[config.mk]
export PLATFORM = sky130hd
export DESIGN_NAME = ras_ctrl
export DESIGN_NICKNAME = d
export VERILOG_FILES = /design/src/rtl/config_pkg.sv /design/src/rtl/ras_ctrl_pkg.sv /design/src/rtl/ras_commit_stack.sv /design/src/rtl/ras_ctrl.sv
export SDC_FILE = /design/constraint.sdc
export NUM_CORES = 1
export LEC_CHECK = 0
export ABC_CLOCK_PERIOD_IN_PS = 1600
export BUFFER_PORTS_ARGS = -buffer_cell sky130_fd_sc_hd__buf_4
export CAP_MARGIN = 5
export CORE_MARGIN = 1.5
export CORE_UTILIZATION = 15
export DETAILED_ROUTE_END_ITERATION = 7
export MAX_ROUTING_LAYER = met4
export PLACE_DENSITY = 0.78
export SYNTH_ARGS = -nofsm -noshare
export SYNTH_HDL_FRONTEND = slang
export SYNTH_SLANG_ARGS = --single-unit
[constraint.sdc]
create_clock -name vclk -period 1.6
set_clock_uncertainty 0.15 [all_clocks]
set_input_delay 0.48 -clock vclk [all_inputs]
set_output_delay 0.48 -clock vclk [all_outputs]
set_load 0.005 [all_outputs]
[src/rtl/config_pkg.sv]
// Minimal core-configuration package: carries the virtual address width used for
// return addresses.
package config_pkg;

    typedef struct packed {
        int unsigned VLEN;
    } cva6_cfg_t;

    localparam cva6_cfg_t cva6_cfg_empty = '{VLEN: 32'd32};

endpackage

[src/rtl/ras_ctrl_pkg.sv]
// Shared types for the return-address-stack repair controller.
package ras_ctrl_pkg;

    typedef enum logic [1:0] {
        IDLE   = 2'd0,
        FLUSH  = 2'd1,
        REPLAY = 2'd2
    } ras_ctrl_state_e;

    // Replay index width; supports stacks of up to 2**RAS_CTRL_IDX_W entries.
    localparam int unsigned RAS_CTRL_IDX_W = 4;
    localparam int unsigned RAS_CTRL_CNT_W = RAS_CTRL_IDX_W + 1;

    typedef logic [RAS_CTRL_IDX_W-1:0] ras_ctrl_idx_t;
    typedef logic [RAS_CTRL_CNT_W-1:0] ras_ctrl_cnt_t;

endpackage

[src/rtl/ras_commit_stack.sv]
// Committed (architectural) shadow copy of the return address stack.
// Entry 0 is the top; current and next-cycle contents are both exposed in parallel.
module ras_commit_stack #(
    parameter type         ras_t = logic,
    parameter int unsigned DEPTH = 2,
    parameter int unsigned VLEN  = 32
) (
    input  logic            clk_i,
    input  logic            rst_ni,
    input  logic            clear_i,
    input  logic            valid_i,
    input  logic            call_i,
    input  logic            ret_i,
    input  logic [VLEN-1:0] ra_i,
    output ras_t            entries_o     [DEPTH],
    output ras_t            entries_nxt_o [DEPTH]
);

    ras_t stack_q [DEPTH];
    ras_t stack_d [DEPTH];

    always_comb begin
        for (int i = 0; i < int'(DEPTH); i++) begin
            stack_d[i] = stack_q[i];
        end
        if (clear_i) begin
            for (int i = 0; i < int'(DEPTH); i++) begin
                stack_d[i] = '0;
            end
        end else if (valid_i) begin
            if (call_i && ret_i) begin
                stack_d[0].ra    = ra_i;
                stack_d[0].valid = 1'b1;
            end else if (call_i) begin
                for (int i = int'(DEPTH) - 1; i > 0; i--) begin
                    stack_d[i] = stack_q[i-1];
                end
                stack_d[0].ra    = ra_i;
                stack_d[0].valid = 1'b1;
            end else if (ret_i) begin
                for (int i = 0; i < int'(DEPTH) - 1; i++) begin
                    stack_d[i] = stack_q[i+1];
                end
                stack_d[DEPTH-1] = '0;
            end
        end
    end

    always_ff @(posedge clk_i or negedge rst_ni) begin
        if (!rst_ni) begin
            for (int i = 0; i < int'(DEPTH); i++) begin
                stack_q[i] <= '0;
            end
        end else begin
            for (int i = 0; i < int'(DEPTH); i++) begin
                stack_q[i] <= stack_d[i];
            end
        end
    end

    assign entries_o     = stack_q;
    assign entries_nxt_o = stack_d;

endmodule

[src/rtl/ras_ctrl.sv]
// RAS controller: forwards speculative frontend calls/returns to the RAS and, when
// RAS_CTRL_REPAIR_EN is defined, rebuilds it from a committed shadow after a mispredict.
//
//   state  | meaning
//   IDLE   | frontend owns the RAS
//   FLUSH  | one-cycle RAS flush before rebuilding from the snapshot
//   REPLAY | pushing snapshot entries, deepest first, one per cycle
module ras_ctrl
    import ras_ctrl_pkg::*;
#(
    parameter config_pkg::cva6_cfg_t CVA6Cfg = config_pkg::cva6_cfg_empty,
    parameter type                   ras_t   = logic,
    parameter int unsigned           DEPTH   = 2
) (
    input  logic                    clk_i,
    input  logic                    rst_ni,
    input  logic                    flush_i,
    input  logic                    mispredict_i,
    input  logic                    fe_valid_i,
    input  logic                    fe_call_i,
    input  logic                    fe_ret_i,
    input  logic [CVA6Cfg.VLEN-1:0] fe_ra_i,
    output logic                    fe_ready_o,
    input  logic                    cm_valid_i,
    input  logic                    cm_call_i,
    input  logic                    cm_ret_i,
    input  logic [CVA6Cfg.VLEN-1:0] cm_ra_i,
    output logic                    ras_push_o,
    output logic                    ras_pop_o,
    output logic                    ras_flush_o,
    output logic [CVA6Cfg.VLEN-1:0] ras_data_o,
    output logic                    busy_o
);

    localparam int unsigned VLEN = CVA6Cfg.VLEN;

    logic accept;

`ifdef RAS_CTRL_REPAIR_EN

    ras_ctrl_state_e state_q;
    ras_t            shadow     [DEPTH];
    ras_t            shadow_nxt [DEPTH];
    ras_t            snap_q     [DEPTH];
    ras_ctrl_idx_t   idx_q;
    logic            dirty_q;
    ras_ctrl_cnt_t   snap_cnt;
    logic            replay_push;
    logic [VLEN-1:0] replay_data;

    ras_commit_stack #(
        .ras_t (ras_t),
        .DEPTH (DEPTH),
        .VLEN  (VLEN)
    ) i_commit_stack (
        .clk_i         (clk_i),
        .rst_ni        (rst_ni),
        .clear_i       (flush_i),
        .valid_i       (cm_valid_i),
        .call_i        (cm_call_i),
        .ret_i         (cm_ret_i),
        .ra_i          (cm_ra_i),
        .entries_o     (shadow),
        .entries_nxt_o (shadow_nxt)
    );

    // Valid entries are contiguous from the top, so the count also locates the deepest one.
    always_comb begin
        snap_cnt    = '0;
        replay_data = '0;
        for (int i = 0; i < int'(DEPTH); i++) begin
            snap_cnt = snap_cnt + ras_ctrl_cnt_t'(snap_q[i].valid);
            if (idx_q == ras_ctrl_idx_t'(i)) begin
                replay_data = snap_q[i].ra;
            end
        end
    end

    always_ff @(posedge clk_i or negedge rst_ni) begin
        if (!rst_ni) begin
            state_q <= IDLE;
            idx_q   <= '0;
            dirty_q <= 1'b0;
            for (int i = 0; i < int'(DEPTH); i++) begin
                snap_q[i] <= '0;
            end
        end else if (flush_i) begin
            state_q <= IDLE;
            dirty_q <= 1'b0;
        end else if (mispredict_i) begin
            state_q <= FLUSH;
            dirty_q <= 1'b0;
            snap_q  <= shadow_nxt;
        end else begin
            if (cm_valid_i && state_q != IDLE) begin
                dirty_q <= 1'b1;
            end
            case (state_q)
                FLUSH: begin
                    if (snap_cnt == '0) begin
                        state_q <= IDLE;
                    end else begin
                        state_q <= REPLAY;
                        idx_q   <= ras_ctrl_idx_t'(snap_cnt - 1'b1);
                    end
                end
                REPLAY: begin
                    if (idx_q == '0) begin
                        // A commit seen during repair makes the rebuilt stack stale: start over.
                        if (dirty_q || cm_valid_i) begin
                            state_q <= FLUSH;
                            snap_q  <= shadow_nxt;
                            dirty_q <= 1'b0;
                        end else begin
                            state_q <= IDLE;
                        end
                    end else begin
                        idx_q <= idx_q - 1'b1;
                    end
                end
                default: state_q <= IDLE;
            endcase
        end
    end

    assign fe_ready_o  = rst_ni && (state_q == IDLE) && !mispredict_i && !flush_i;
    assign accept      = fe_ready_o && fe_valid_i;
    assign replay_push = rst_ni && (state_q == REPLAY) && !mispredict_i && !flush_i;
    assign ras_push_o  = (accept && fe_call_i) || replay_push;
    assign ras_pop_o   = accept && fe_ret_i;
    assign ras_flush_o = rst_ni && (flush_i || state_q == FLUSH);
    assign ras_data_o  = accept ? fe_ra_i : (replay_push ? replay_data : '0);
    assign busy_o      = (state_q != IDLE);

`else

    logic unused_repair;
    assign unused_repair = ^{clk_i, cm_valid_i, cm_call_i, cm_ret_i, cm_ra_i};

    assign fe_ready_o  = rst_ni && !mispredict_i && !flush_i;
    assign accept      = fe_ready_o && fe_valid_i;
    assign ras_push_o  = accept && fe_call_i;
    assign ras_pop_o   = accept && fe_ret_i;
    assign ras_flush_o = rst_ni && (flush_i || mispredict_i);
    assign ras_data_o  = accept ? fe_ra_i : '0;
    assign busy_o      = 1'b0;

`endif

endmodule

; Word level (Yosys, flattened, before mapping)
; Cells that the tools add are included.
[classes]
reduce_logical = 9
order_cmp = 0
n_bitwise = 0
n_eq_ne = 0
shift = 0
n_addsub = 0
multipliers = 0
mux = 1
div_mod_pow = 0
[ops]
columns = cell, n
row1 = $mux 32, 1
row2 = $logic_and 1x1->1, 6
row3 = $logic_not 1->1, 2
row4 = $logic_or 1x1->1, 1
[word_totals]
latch_bits = 0
mem_bits_ro = 0
ramBits = 0
word_cells = 10
input_bits = 74
register_bits = 0
mem_count = 0

; Logic depth before layout (Yosys ltp)
[logic_depth]
word_depth = 5
ltp_mapped = 3
depth_no_buf = 2

; Worst setup path before layout
; Ideal clock, no wire load.
[synth_timing]
path_kind = input to output
from = input flush_i
to = output ras_data_o[3]
arrival_ps = 1092
path_buffers = 1
stages = 3
path_slack_ps = -122
cell_sequence = and4bb_4 buf_6 and2_2
[synth_between]
elab_chain_cells = 4
[synth_rtl]
columns = element, line
row1 = "start, declared", ras_ctrl.sv:17  ; input logic flush_i,
row2 = $logic_not 1->1, ras_ctrl.sv:140  ; assign fe_ready_o = rst_ni && !mispredict_i && !flush_i;
row3 = $logic_and 1x1->1, ras_ctrl.sv:140
row4 = $logic_and 1x1->1, ras_ctrl.sv:141  ; assign accept = fe_ready_o && fe_valid_i;
row5 = $mux 32, ras_ctrl.sv:145  ; assign ras_data_o = accept ? fe_ra_i : '0;
row6 = "end, declared", ras_ctrl.sv:31  ; output logic [CVA6Cfg.VLEN-1:0] ras_data_o,
; Every way passes these cells.

; Worst setup path after layout
[layout_timing]
from = input mispredict_i
to = output ras_data_o[26]
[layout_between]
elab_chain_cells = 5
[layout_rtl]
columns = element, line
row1 = "start, declared", ras_ctrl.sv:18  ; input logic mispredict_i,
row2 = $logic_not 1->1, ras_ctrl.sv:140
row3 = $logic_and 1x1->1 (2 in series), ras_ctrl.sv:140
row4 = $logic_and 1x1->1, ras_ctrl.sv:141
row5 = $mux 32, ras_ctrl.sv:145
; Every way passes these cells.

==> impl_metrics.env <==
export IMPL_status="finished, violations left"
export IMPL_violations="negative setup slack"
export IMPL_final_area_um2=925
export IMPL_final_max_slew_viol_count=0
export IMPL_period_share_pct=122
export IMPL_nFillCells=198
export IMPL_yosys_warnings=0
export IMPL_path_class="input pin to primary output"
export IMPL_pre_cts_slack_ns=-0.379
export IMPL_multi_input_area_um2=270
export IMPL_synth_top_area_cell="and2_1"
export IMPL_drt_iter0_drc=6
export IMPL_grt_use_total_pct=9.73
export IMPL_power_density_nw_per_um2=140
export IMPL_synth_nets=116
export IMPL_dr_pass1_iters=2
export IMPL_arrival_ns=1.32
export IMPL_maxCapViolCount=0
export IMPL_numPortBuffers=74
export IMPL_critical_path_buf_inv_count=3
export IMPL_dp_cells=142
export IMPL_ys_seq_area_share_pct=0
export IMPL_ios=111
export IMPL_required_ns=0.97
export IMPL_yosysTopAreaCellShare_pct=52.1
export IMPL_synth_most_common_cell="and2_1"
export IMPL_die_area_um2=2280
export IMPL_grt_pass1_wl_mm=1.64
export IMPL_crit_fanout=34
export IMPL_dr_total_vias=535
export IMPL_n_clock_buffer=0
export IMPL_fin_ws_ns=-0.354
export IMPL_hold_viol_final=0
export IMPL_totalWireLength_mm=1.35
export IMPL_dieHeight_um=47.7
export IMPL_drc=0
export IMPL_leakagePower_nw=0.526
export IMPL_min_period_ns=1.95
export IMPL_routedWlPerCell_um=9.50
export IMPL_dpl_cell_area_um2=890
export IMPL_vias_per_cell=3.77
export IMPL_synthCells=42
export IMPL_power_total_mw=0.129
export IMPL_overflow=0
export IMPL_max_stage_delay_ns=0.33
export IMPL_place_hpwl_mm=1.22
export IMPL_antenna_left=0
export IMPL_coreArea_um2=1920
export IMPL_areaGrowthSynthToFinish_pct=208
export IMPL_hp_class="input pin to primary output"
export IMPL_vdd_ir_drop_max_v=0.0000818
export IMPL_drive_above_1_share_pct=76.5
export IMPL_cp_end_kind="primary output"
export IMPL_setup_viol=36
export IMPL_final_instance_count_excl_fill=142
export IMPL_syn_area_per_cell_um2=7.15
export IMPL_final_util_pct=48.1
export IMPL_yosys_top_cells_area="and2_1, and2_2, buf_6"
export IMPL_die_w_um=47.7
export IMPL_cpMaxStageDelayCell="and4bb_4"
export IMPL_rows=16
export IMPL_crit_family="simple AND/OR/NAND/NOR gates"
export IMPL_grt_max_degree=35
export IMPL_synth_distinct_cells=8
export IMPL_grt_pass1_vias=425
export IMPL_path_cells="buf_6, and4bb_4, buf_12, and2_1, buf_4"
export IMPL_timing_hold_ws_ns=1.08
export IMPL_initial_core_util_pct=15.6
export IMPL_n_antenna_cell=0
export IMPL_nets=191
export IMPL_fin_setup_tns_ns=-11.32
export IMPL_seqCellArea_um2=0
export IMPL_syn_area_um2=300
export IMPL_start_kind="input pin"
export IMPL_fmax_mhz=512
export IMPL_gp_congestion=0.667
export IMPL_netlist_top_cells_count="and2_1, and2_2, buf_6"
export IMPL_nFlopsAndLatches=0
export IMPL_rsz0062_at_grt="true"
export IMPL_antenna_found_initial=0
metal layers:
| layer | wire (um) | share of wire, % | global-route usage [%] |
|---|---|---|---|
| met5 | 0 | 0 | - |
| met4 | 0 | 0 | 0 |
| met3 | 124 | 9.2 | 0 |
| met2 | 726 | 54 | 19.5 |
| met1 | 498 | 37 | 11.3 |
kinds of logic (layout without fill, tap and decap cells):
logic type / after synthesis / in the layout / share of synthesized area [%]
other cells: 1 / 1 / 1.25
buf+inv: 4 / 77 / 13.8
compound gates: 1 / 1 / 2.50
simple gates: 36 / 36 / 82.5
final timing paths:
check | start | cells past startpoint | to
min | fe_ra_i[14] | 3 | ras_data_o[14]
max | mispredict_i | 5 | ras_data_o[26]
power by group:
part	internal (mW)	switching, mW	total [mW]	leakage (nW)
registers	0	0	0	0
clock network	0	0	0	0
logic	0.0982	0.0313	0.129	0.526
total	0.0982	0.0313	0.129	0.526
final cells by class:
type               instances  area share (%)
multi-input cells         38            29.2
repair buffers            77            67.1
well taps                 27            3.65
cells in the final DEF, fill, tap and decap left out:
cell,n
buf_12,1
conb_1,1
and2_4,5
buf_6,8
and4bb_4,1
buf_4,68
o21a_1,1
and2_1,25
and2_2,4
nor3b_2,1
timing repair:
item | in CTS | in global routing
resized for setup | 10 | 0
pin swaps | 1 | 2
hold buffers | 0 | 0
setup buffers | 0 | 1
setup endpoints to repair | 36 | 36
(Power assumes the default switching activity.)
